## src/rtl/weapon_angle_controller.sv

```systemverilog
// Aim/fire controller: rotates a 4-bit aim angle, sequences a shot through
// FIRING and COOLDOWN, tracks a wide-beam power-up and counts enemy hits.
module weapon_angle_controller #(
  parameter int unsigned FIRE_CYCLES     = 8,
  parameter int unsigned COOLDOWN_CYCLES = 16,
  parameter int unsigned WIDE_CYCLES     = 1024
) (
  input  logic        clk,
  input  logic        rst,
  input  logic        rot_cw,
  input  logic        rot_ccw,
  input  logic        fire,
  input  logic        powerup,
  input  logic        enemy_valid,
  input  logic [3:0]  enemy_angle,
  input  logic [15:0] angles_hit,
  output logic [3:0]  angle,
  output logic        mode,
  output logic        beam_on,
  output logic        ready,
  output logic        hit,
  output logic [7:0]  hit_count
);

  localparam int unsigned PMAX = (FIRE_CYCLES > COOLDOWN_CYCLES) ? FIRE_CYCLES : COOLDOWN_CYCLES;
  localparam int PW = (PMAX > 1) ? $clog2(PMAX) : 1;
  localparam int WW = (WIDE_CYCLES > 1) ? $clog2(WIDE_CYCLES) : 1;

  typedef enum logic [1:0] {IDLE, FIRING, COOLDOWN} state_t;

  state_t        state_q, state_d;
  logic [PW-1:0] phase_q, phase_d;
  logic [WW-1:0] wide_q, wide_d;
  logic [3:0]    angle_q, angle_d;
  logic          mode_q, mode_d;
  logic          hit_q, hit_d;
  logic [7:0]    hit_count_q, hit_count_d;
  logic          hit_det;
  logic          wide_active;

  always_ff @(posedge clk or posedge rst) begin
    if (rst) begin
      state_q     <= IDLE;
      phase_q     <= '0;
      wide_q      <= '0;
      angle_q     <= '0;
      mode_q      <= 1'b0;
      hit_q       <= 1'b0;
      hit_count_q <= '0;
    end else begin
      state_q     <= state_d;
      phase_q     <= phase_d;
      wide_q      <= wide_d;
      angle_q     <= angle_d;
      mode_q      <= mode_d;
      hit_q       <= hit_d;
      hit_count_q <= hit_count_d;
    end
  end

  always_comb begin
    state_d     = state_q;
    phase_d     = phase_q;
    angle_d     = angle_q;
    mode_d      = mode_q;
    hit_count_d = hit_count_q;

    // The mask is a live function of angle/mode, so it is sampled, never stored.
    hit_det     = (state_q == FIRING) && enemy_valid && angles_hit[enemy_angle];
    wide_active = powerup || (wide_q != '0);

    if (powerup)
      wide_d = WW'(WIDE_CYCLES - 1);
    else if (wide_q != '0)
      wide_d = wide_q - WW'(1);
    else
      wide_d = wide_q;

    unique case (state_q)
      IDLE: begin
        if (fire) begin
          state_d = FIRING;
          phase_d = PW'(FIRE_CYCLES - 1);
        end
      end
      FIRING: begin
        if ((phase_q == '0) || hit_det) begin
          state_d = COOLDOWN;
          phase_d = PW'(COOLDOWN_CYCLES - 1);
        end else begin
          phase_d = phase_q - PW'(1);
        end
      end
      COOLDOWN: begin
        if (phase_q == '0)
          state_d = IDLE;
        else
          phase_d = phase_q - PW'(1);
      end
      default: state_d = IDLE;
    endcase

    if (state_q != FIRING) begin
      unique case ({rot_cw, rot_ccw})
        2'b10:   angle_d = angle_q + 4'd1;
        2'b01:   angle_d = angle_q - 4'd1;
        default: angle_d = angle_q;
      endcase
    end

    // Width is frozen only across edges that keep the beam on.
    if (!((state_q == FIRING) && (state_d == FIRING)))
      mode_d = wide_active;

    hit_d = hit_det;
    if (hit_det && (hit_count_q != 8'hFF))
      hit_count_d = hit_count_q + 8'd1;
  end

  assign angle     = angle_q;
  assign mode      = mode_q;
  assign beam_on   = (state_q == FIRING);
  assign ready     = (state_q == IDLE);
  assign hit       = hit_q;
  assign hit_count = hit_count_q;

endmodule

```

## config.mk

```make
export PLATFORM = sky130hd
export DESIGN_NAME = weapon_angle_controller
export DESIGN_NICKNAME = d
export VERILOG_FILES = /design/src/rtl/weapon_angle_controller.sv
export SDC_FILE = /design/constraint.sdc
export NUM_CORES = 1
export LEC_CHECK = 0
export ABC_CLOCK_PERIOD_IN_PS = 3060
export BUFFER_PORTS_ARGS = -buffer_cell sky130_fd_sc_hd__buf_2
export CAP_MARGIN = 20
export CORE_MARGIN = 5
export CORE_UTILIZATION = 45
export DETAILED_ROUTE_END_ITERATION = 10
export PLACE_DENSITY = 0.8
export SYNTH_ARGS = -nofsm -noshare
export SYNTH_HDL_FRONTEND = slang
export SYNTH_SLANG_ARGS = --single-unit
```

## constraint.sdc

```tcl
create_clock -name clk -period 3.06 [get_ports clk]
set_input_delay 0.459 -clock clk [delete_from_list [all_inputs] [get_ports clk]]
set_output_delay 0.459 -clock clk [all_outputs]
set_load 0.005 [all_outputs]
```

==> results.toml, run 1 <==
[yosys]
ys_ff_latch = 30
synth_area_leaders = "dfrtp_1 (41%), ha_1 (6.8%), xnor2_1 (5.7%)"
yosys.area.top_type = "dfrtp_1"
synthDistinctLibCells = 45
avgSynthCellArea_um2 = 9.82
synth_top_area_frac = 0.409
syn-num-nets = 225
syn_inst = 187
netlist_area_um2 = 1840
synth_seq_area_share = 0.409
synth_warnings = 0

[setup_path]
start_kind = "register"
required_ps = 3240
crit_path_end_kind = "register"
critPathKind = "reg -> reg"
arrival_ps = 2330
reg2reg_slack_ps = 910
critPathMaxFanout = 14

[finish]
fin_nets = 272
most-common-layout-cells = "buf_2 (42), dfrtp_1 (30), nor2_1 (15)"
area_growth_syn_to_layout_pct = 20.3
diodes = 0
final_common_cell = "buf_2"
drive_gt1_frac = 0.260
fin_area_um2 = 2210

[power_and_ir_drop]
power.density_nw_per_um2 = 744
cell_internal_pwr_mw = 1.04
clkPwrFrac = 0.234
swShare = 0.365
seq_power_share = 0.364
leakage_nw = 0.986
power_frac_comb = 0.403
ir_worst_vdd_mv = 0.499
power.switching_mw = 0.601

[clock_tree]
cts-buffers-inserted = 5
postCtsSetupBuffers = 0
htreeDepth = 2
clk-insertion-delay-late_ps = 280
cts_resized = 0
ctsHoldBuffers = 0
cts_buffer_depth = 2
cts_tree = "built"
path_clk_slew_ps = 60
clock-root-buffer = "clkbuf_8"
cts.sinks = 30

[grt]
grt.total_usage = 0.153
grt_start_max_net_pins = 20
grt_first_pass_wirelength_mm = 6.36
overflow = 0
grt_pass1_vias = 1456
antenna_found_initial = 0

[timing]
timing_worst_slew_pin_value_ps = 705
rsz0062_at_grt = "no"
relSlewSlack = 0.530
hold_viol_final = 0
period_share = 0.703
fmax_mhz = 465
setup-violations-final = 0
maxSlewViolCount = 0
skew_ps = 3.07
setup_tns_ps = 0
min_period_ps = 2150

[place]
portBuffers = 42
gp_congestion = 0.861
dpl_cell_area_um2 = 2100
post-dp-hpwl_mm = 2.85

[job]
cap_violations = 0

[drt]
route.detailed.drc = 0
viasPerCell = 5.44
drt-initial-drc-count = 55
wl_per_cell_um = 13.0
wirelength_mm = 3.70
via_count = 1550
dr.pass1.iters = 4
ant_nets = 0

[floorplanning]
fp.dieArea_um2 = 5460
die_x_um = 73.9
initial_utilization = 0.463
fp.dieH_um = 73.9
io_pins = 43
design.core.area_um2 = 3970
rows = 23

[worst_hold_path]
hold_class = "in -> async"

[outcome]
outcome = "complete, no violations"
-- stage by stage --
| step | instances | worst slack [ps] | hold WS (ps) | utilization | power [mW] |
|---|---|---|---|---|---|
| after floorplan | 187 | 1010 | 454 | - | 1.06 |
| after global placement | 277 | 716 | 455 | 0.529 | 1.23 |
| after detailed placement | 277 | 651 | 475 | 0.529 | 1.26 |
| after CTS | 285 | 950 | 307 | 0.556 | 1.66 |
| after global routing | 285 | 660 | 354 | 0.556 | 1.79 |
| final | 285 | 910 | 282 | 0.556 | 1.64 |
-- Yosys cell counts, drive strengths merged --
cell type / n
a211o: 3
o21ai: 8
a31oi: 2
a21oi: 11
clkbuf: 2
nand3: 6
a41oi: 1
nand2b: 10
and4b: 1
o21bai: 2
xnor2: 12
nor4b: 1
and2: 1
nor2b: 1
buf: 2
xor2: 3
a211oi: 2
nor4: 4
nand2: 14
o221a: 2
o31ai: 2
mux4: 2
a32o: 1
nand3b: 3
and3: 1
a21o: 1
nor3: 4
or4: 1
mux2: 6
o41ai: 1
nand4: 3
fa: 1
nor2: 15
dfrtp: 30
inv: 13
ha: 10
and4: 1
or3: 3
o2111ai: 1
-- registers in the layout, summed over array words and instances (netlist names) --
| signal | flops |
|---|---|
| wide_q | 10 |
| hit_count | 8 |
| angle | 4 |
| phase_q | 4 |
| state_q | 2 |
| hit | 1 |
| mode | 1 |
-- final cells by class --
cell class / count / area [µm²]
clock inverter: 3 / 40.0
fill: 350 / 1760
sequential: 30 / 751
timing repair buffer: 44 / 225
inverter: 13 / 48.8
tap: 50 / 62.6
multi-input combinational: 140 / 1010
clock buffer: 5 / 68.8
-- per-layer routing --
metal / vias up / part of all wire / global-route usage
met5: - / 0 / 0
met4: 0 / 0.019 / 0.0543
met3: 10 / 0.065 / 0.0547
met2: 44 / 0.48 / 0.248
met1: 735 / 0.43 / 0.186
li1: 761 / - / -
-- worst paths after layout --
path                            start      endpoint  depth (start not counted)
setup reg to reg           state_q[1]    phase_q[1]                          6
setup / recovery           state_q[1]    phase_q[1]                          6
max in group asynchronous         rst  hit_count[7]                          3
hold / removal                    rst          mode                          2
min in group clk             angle[3]      angle[3]                          1
hold reg to reg              angle[3]      angle[3]                          1
-- power groups by stage --
stage | sequential, mW | combinational (mW) | clock [mW]
5_1_grt | 0.619 | 0.746 | 0.420
3_5_place_dp | 0.606 | 0.654 | 0
6_report | 0.598 | 0.662 | 0.385
2_1_floorplan | 0.594 | 0.464 | 0
4_1_cts | 0.599 | 0.667 | 0.397
3_3_place_gp | 0.601 | 0.633 | 0
-- logic make-up after synthesis --
logic type                 synth area share
muxes                                0.0654
AOI/OAI and AO/OA                     0.137
and+or+nand+nor                       0.199
adders and majority gates            0.0790
xor gates and xnor gates             0.0715
DFF                                   0.409
buffers and inverters                0.0395
-- worst max-delay path, cell delays in order, from the launching register on --
cell and delay [ps]:
dfrtp_1 400, inv_1 130, ha_1 500, o31ai_1 240, a21oi_1 440, nor2_1 100, a211oi_1 240
Power figures use the tool's default switching activity.
==> run 2, diff against run 1 <==
ABC_CLOCK_PERIOD_IN_PS = 1900   (was 3060)
PLACE_DENSITY = 0.82   (was 0.8)
clock period = 1.9 ns   (was 3.06 ns; I/O delays follow)
==> run 2 against run 1 <==
Net effect:
- sequential cell count did not move
- sequential share of layout area decreased by 1.3 points
- die area is the same
- sequential power increased by 61%
- design area rose by 3.9%
- fmax is 18% higher
- register-to-register slack worse by 830 ps
- clock power is 37% higher
- wire length up 0.43%
- via count up 0.90%
- largest cell class unchanged
- highest routed layer unchanged
==> results.toml, run 2 (same netlist as run 1, synthesis figures left out) <==
[timing]
period_share = 0.960
relSlewSlack = 0.749
min_period_ps = 1820
setup-violations-final = 0
rsz0062_at_grt = "yes"
maxSlewViolCount = 0
hold_viol_final = 0
setup_tns_ps = 0
fmax_mhz = 548
skew_ps = 2.50
timing_worst_slew_pin_value_ps = 373

[power_and_ir_drop]
total_power_mw = 2.62
ir_worst_vdd_mv = 1.01
power_frac_comb = 0.431
cell_internal_pwr_mw = 1.65
power.density_nw_per_um2 = 1140
swShare = 0.371
leakage_nw = 1.03
power.switching_mw = 0.974
clkPwrFrac = 0.202
seq_power_share = 0.368

[drt]
wirelength_mm = 3.72
dr.pass1.iters = 4
drt-initial-drc-count = 47
ant_nets = 0
route.detailed.drc = 0
wl_per_cell_um = 12.5
via_count = 1564
viasPerCell = 5.27

[grt]
grt.total_usage = 0.149
grt_first_pass_wirelength_mm = 6.42
overflow = 0
grt_pass1_vias = 1524
grt_start_max_net_pins = 31
antenna_found_initial = 0

[setup_path]
crit_path_end_kind = "register"
start_kind = "register"
r2r_start = "wide_q[0]"
rr_endpoint = "wide_q[4]"
required_ps = 2060
r2r_cells = 9
critPathKind = "reg -> reg"
reg2reg_slack_ps = 80
crit_start = "wide_q[0]"
arrival_ps = 1990
critPathMaxFanout = 4

[clock_tree]
path_clk_slew_ps = 60
clock-root-buffer = "clkbuf_8"
ctsHoldBuffers = 0
cts-buffers-inserted = 5
cts.sinks = 30
htreeDepth = 2
cts_tree = "built"
cts_buffer_depth = 2
clk-insertion-delay-late_ps = 270

[finish]
most-common-layout-cells = "buf_2 (42), dfrtp_1 (30), nor2_1 (15)"
drive_gt1_frac = 0.304
fillerInstances = 356
largest_register_ffs = 10
fin_nets = 284
top_register = "wide_q"
final_common_cell = "buf_2"
diodes = 0
area_growth_syn_to_layout_pct = 24.9
final_cells = 297

[floorplanning]
design.core.area_um2 = 3970
fp.dieH_um = 73.9
fp.dieArea_um2 = 5460
die_x_um = 73.9
rows = 23
initial_utilization = 0.463
io_pins = 43

[place]
dpl.cell_count = 287
post-dp-hpwl_mm = 2.83
portBuffers = 42
gp_congestion = 0.922

[outcome]
outcome = "complete, no violations"

[job]
cap_violations = 0

[worst_hold_path]
hold_class = "in -> async"
[run 2: changes by cell type in the layout (fill, tap and decap cells not counted), sizes merged]
cell	change
clkbuf	+2
buf	+12
clkinv	-1
bufinv	-1
[run 2: worst max-delay path by stage]
stage	to	cells past startpoint	slack (ps)
global route	wide_q[4]	9	-60
floorplan	mode	8	20
finish	wide_q[4]	9	80
CTS	wide_q[1]	8	40
detailed placement	mode	7	-150
global placement	mode	7	-70
[run 2: critical path, stage by stage (launching register included)]
cell and delay, ps:
dfrtp_1 360, inv_1 60, ha_1 220, nor4b_2 170, buf_4 150, nand3b_1 130, nand2_1 100, or3_1 320
xor2_1 140, nand2b_1 70
[run 2: timing repair]
item	CTS	global route
buffers inserted	0	2
resized for setup	0	3
setup endpoints to repair	0	9
endpoints found under the hold margin	0	0
[run 2: power by group through the flow]
stage	clock network, mW	logic, mW	registers [mW]
after global routing	0.568	1.29	0.996
after global placement	0	1.09	0.968
after floorplan	0	0.748	0.957
final	0.529	1.13	0.965
after detailed placement	0	1.11	0.980
after CTS	0.540	1.12	0.968
[run 2: per-layer routing]
metal  vias to the layer above  wire length, µm  part of all wire  track usage
li1                        788                -                 -            -
met1                       729             1630              0.44        0.196
met2                        43             1820              0.49        0.246
met3                         4              236             0.063       0.0424
met4                         0               32            0.0086       0.0302
met5                         -                0                 0            0
[run 2: final cells by class]
cell class	count	area [µm²]	share of cell area
clock inverter	1	5.00	0.00218
tap	50	62.6	0.0273
inverter	13	48.8	0.0213
sequential	30	751	0.327
timing repair buffer	56	315	0.137
clock buffer	7	86.3	0.0376
multi-input combinational	140	1030	0.447
[run 2: through the flow]
step                worst slack (ps)  hold WS [ps]  utilization  instance area (µm²)
finish                          76.1          73.1        0.578                 2290
global route                   -58.4           114        0.578                 2290
CTS                             44.9          85.5        0.571                 2270
detailed placement              -145           386        0.548                 2180
global placement               -66.3           376        0.548                 2180
floorplan                       19.5           376            -                 1840
==> run 3, diff against run 2 <==
CTS_BUF_LIST = sky130_fd_sc_hd__clkbuf_4   (was default)
==> run 3 against run 2 <==
Net effect:
- worst hold slack worse by 58 ps
- count of clock-buffer cells in the layout down 1
- worst setup slack worse by 9.7 ps
- first-iteration DRC count up 13%
- via count up 0.13%
- highest routed layer unchanged
- largest cell class unchanged
- non-clock buffer count down 1
- critical path depth unchanged
==> results.toml, run 3 (same netlist as run 1, synthesis figures left out) <==
[power_and_ir_drop]
swShare = 0.389
seq_power_share = 0.392
power.density_nw_per_um2 = 1100
power_frac_comb = 0.457
leakage_nw = 1.01
total_power_mw = 2.47
cell_internal_pwr_mw = 1.51
power.switching_mw = 0.961
clkPwrFrac = 0.151
ir_worst_vdd_mv = 0.808

[setup_path]
rr_endpoint = "wide_q[4]"
reg2reg_slack_ps = 70
slowest_stage = "dfrtp_1"
crit_path_end_kind = "register"
crit_family = "simple AND/OR/NAND/NOR gates"
crit_chain = "inv_1 -> ha_1 -> nor4b_2 -> buf_4 -> nand3b_1 -> nand2_1 -> or3_1 -> xor2_1 -> nand2b_1"
arrival_ps = 2050
critPathKind = "reg -> reg"
start_kind = "register"
r2r_start = "wide_q[0]"
critPathMaxFanout = 4
crit_buf_inv = 2
required_ps = 2120
r2r_cells = 9
crit_start = "wide_q[0]"
max_stage_delay_ps = 370

[grt]
grt_first_pass_wirelength_mm = 6.50
overflow = 0
grt.total_usage = 0.154
grt_pass1_vias = 1535
grt_start_max_net_pins = 31
antenna_found_initial = 0

[floorplanning]
rows = 23
design.core.area_um2 = 3970
fp.dieH_um = 73.9
io_pins = 43
die_x_um = 73.9
initial_utilization = 0.463
fp.dieArea_um2 = 5460

[timing]
timing_worst_slew_pin_value_ps = 382
fmax_mhz = 545
setup-violations-final = 0
hold_viol_final = 0
setup_tns_ps = 0
maxSlewViolCount = 0
skew_ps = 4.91
relSlewSlack = 0.743
period_share = 0.965
rsz0062_at_grt = "yes"
min_period_ps = 1830

[clock_tree]
cts_tree = "built"
cts-buffers-inserted = 5
cts_buffer_depth = 2
ctsHoldBuffers = 0
clock-root-buffer = "clkbuf_4"
htreeDepth = 2
path_clk_slew_ps = 100
clk-insertion-delay-late_ps = 320
cts.sinks = 30

[drt]
ant_nets = 0
route.detailed.drc = 0
drt-initial-drc-count = 53
dr.pass1.iters = 4
viasPerCell = 5.29
via_count = 1566
wirelength_mm = 3.77
wl_per_cell_um = 12.7

[place]
gp_congestion = 0.922
dpl_cell_area_um2 = 2180
portBuffers = 42
post-dp-hpwl_mm = 2.83
dpl.cell_count = 287

[finish]
final_util = 0.566
final_common_cell = "buf_2"
fillerInstances = 361
fin_area_um2 = 2250
diodes = 0
fin_nets = 283
top_register = "wide_q"
area_growth_syn_to_layout_pct = 22.5
final_cells = 296
drive_gt1_frac = 0.301
most-common-layout-cells = "buf_2 (42), dfrtp_1 (30), nor2_1 (15)"
largest_register_ffs = 10

[job]
cap_violations = 0

[outcome]
outcome = "complete, no violations"

[worst_hold_path]
hold_class = "in -> async"
## run 3: cell count changes in the layout (fill, tap and decap cells not counted), sizes merged
cell / change
clkbuf: -1
buf: -1
clkinv: +1
## run 3: worst max path at each step
stage | endpoint | slack, ps | depth (start not counted)
after detailed placement | mode | -150 | 7
after global routing | wide_q[4] | -70 | 9
after CTS | wide_q[1] | 40 | 8
final | wide_q[4] | 70 | 9
after floorplan | mode | 20 | 8
after global placement | mode | -70 | 7
## run 3: power by group through the flow
| stage | combinational, mW | clock [mW] | sequential (mW) |
|---|---|---|---|
| 2_1_floorplan | 0.748 | 0 | 0.957 |
| 4_1_cts | 1.12 | 0.385 | 0.968 |
| 5_1_grt | 1.28 | 0.421 | 0.998 |
| 3_3_place_gp | 1.09 | 0 | 0.968 |
| 3_5_place_dp | 1.11 | 0 | 0.980 |
| 6_report | 1.13 | 0.373 | 0.967 |
## run 3: through the flow
step | hold WS [ps] | setup slack, ps
CTS | 26.8 | 39.5
global route | 38.6 | -69.1
floorplan | 376 | 19.5
detailed placement | 386 | -145
finish | 14.8 | 66.4
global placement | 376 | -66.3
## run 3: what timing repair did
action,CTS,global route
gates resized for setup,0,3
setup endpoints to repair,0,10
buffers inserted,0,1
## run 3: routing by layer
metal	wire length [µm]	global-route usage
met5	0	0
met4	28	0.0362
met3	231	0.0506
met2	1840	0.253
met1	1680	0.195
## run 3: worst min-delay path, stage by stage
cell	delay, ps
buf_2	100
inv_1	40
buf_4	340
## run 3: layout make-up
type                    instances  area, µm²  share of cell area
clock buffers                   6       45.0              0.0200
clock inverters                 2       8.76             0.00389
inverters                      13       48.8              0.0217
multi-input cells             140       1030               0.456
flip-flops and latches         30        751               0.334
well taps                      50       62.6              0.0278
repair buffers                 55        308               0.137
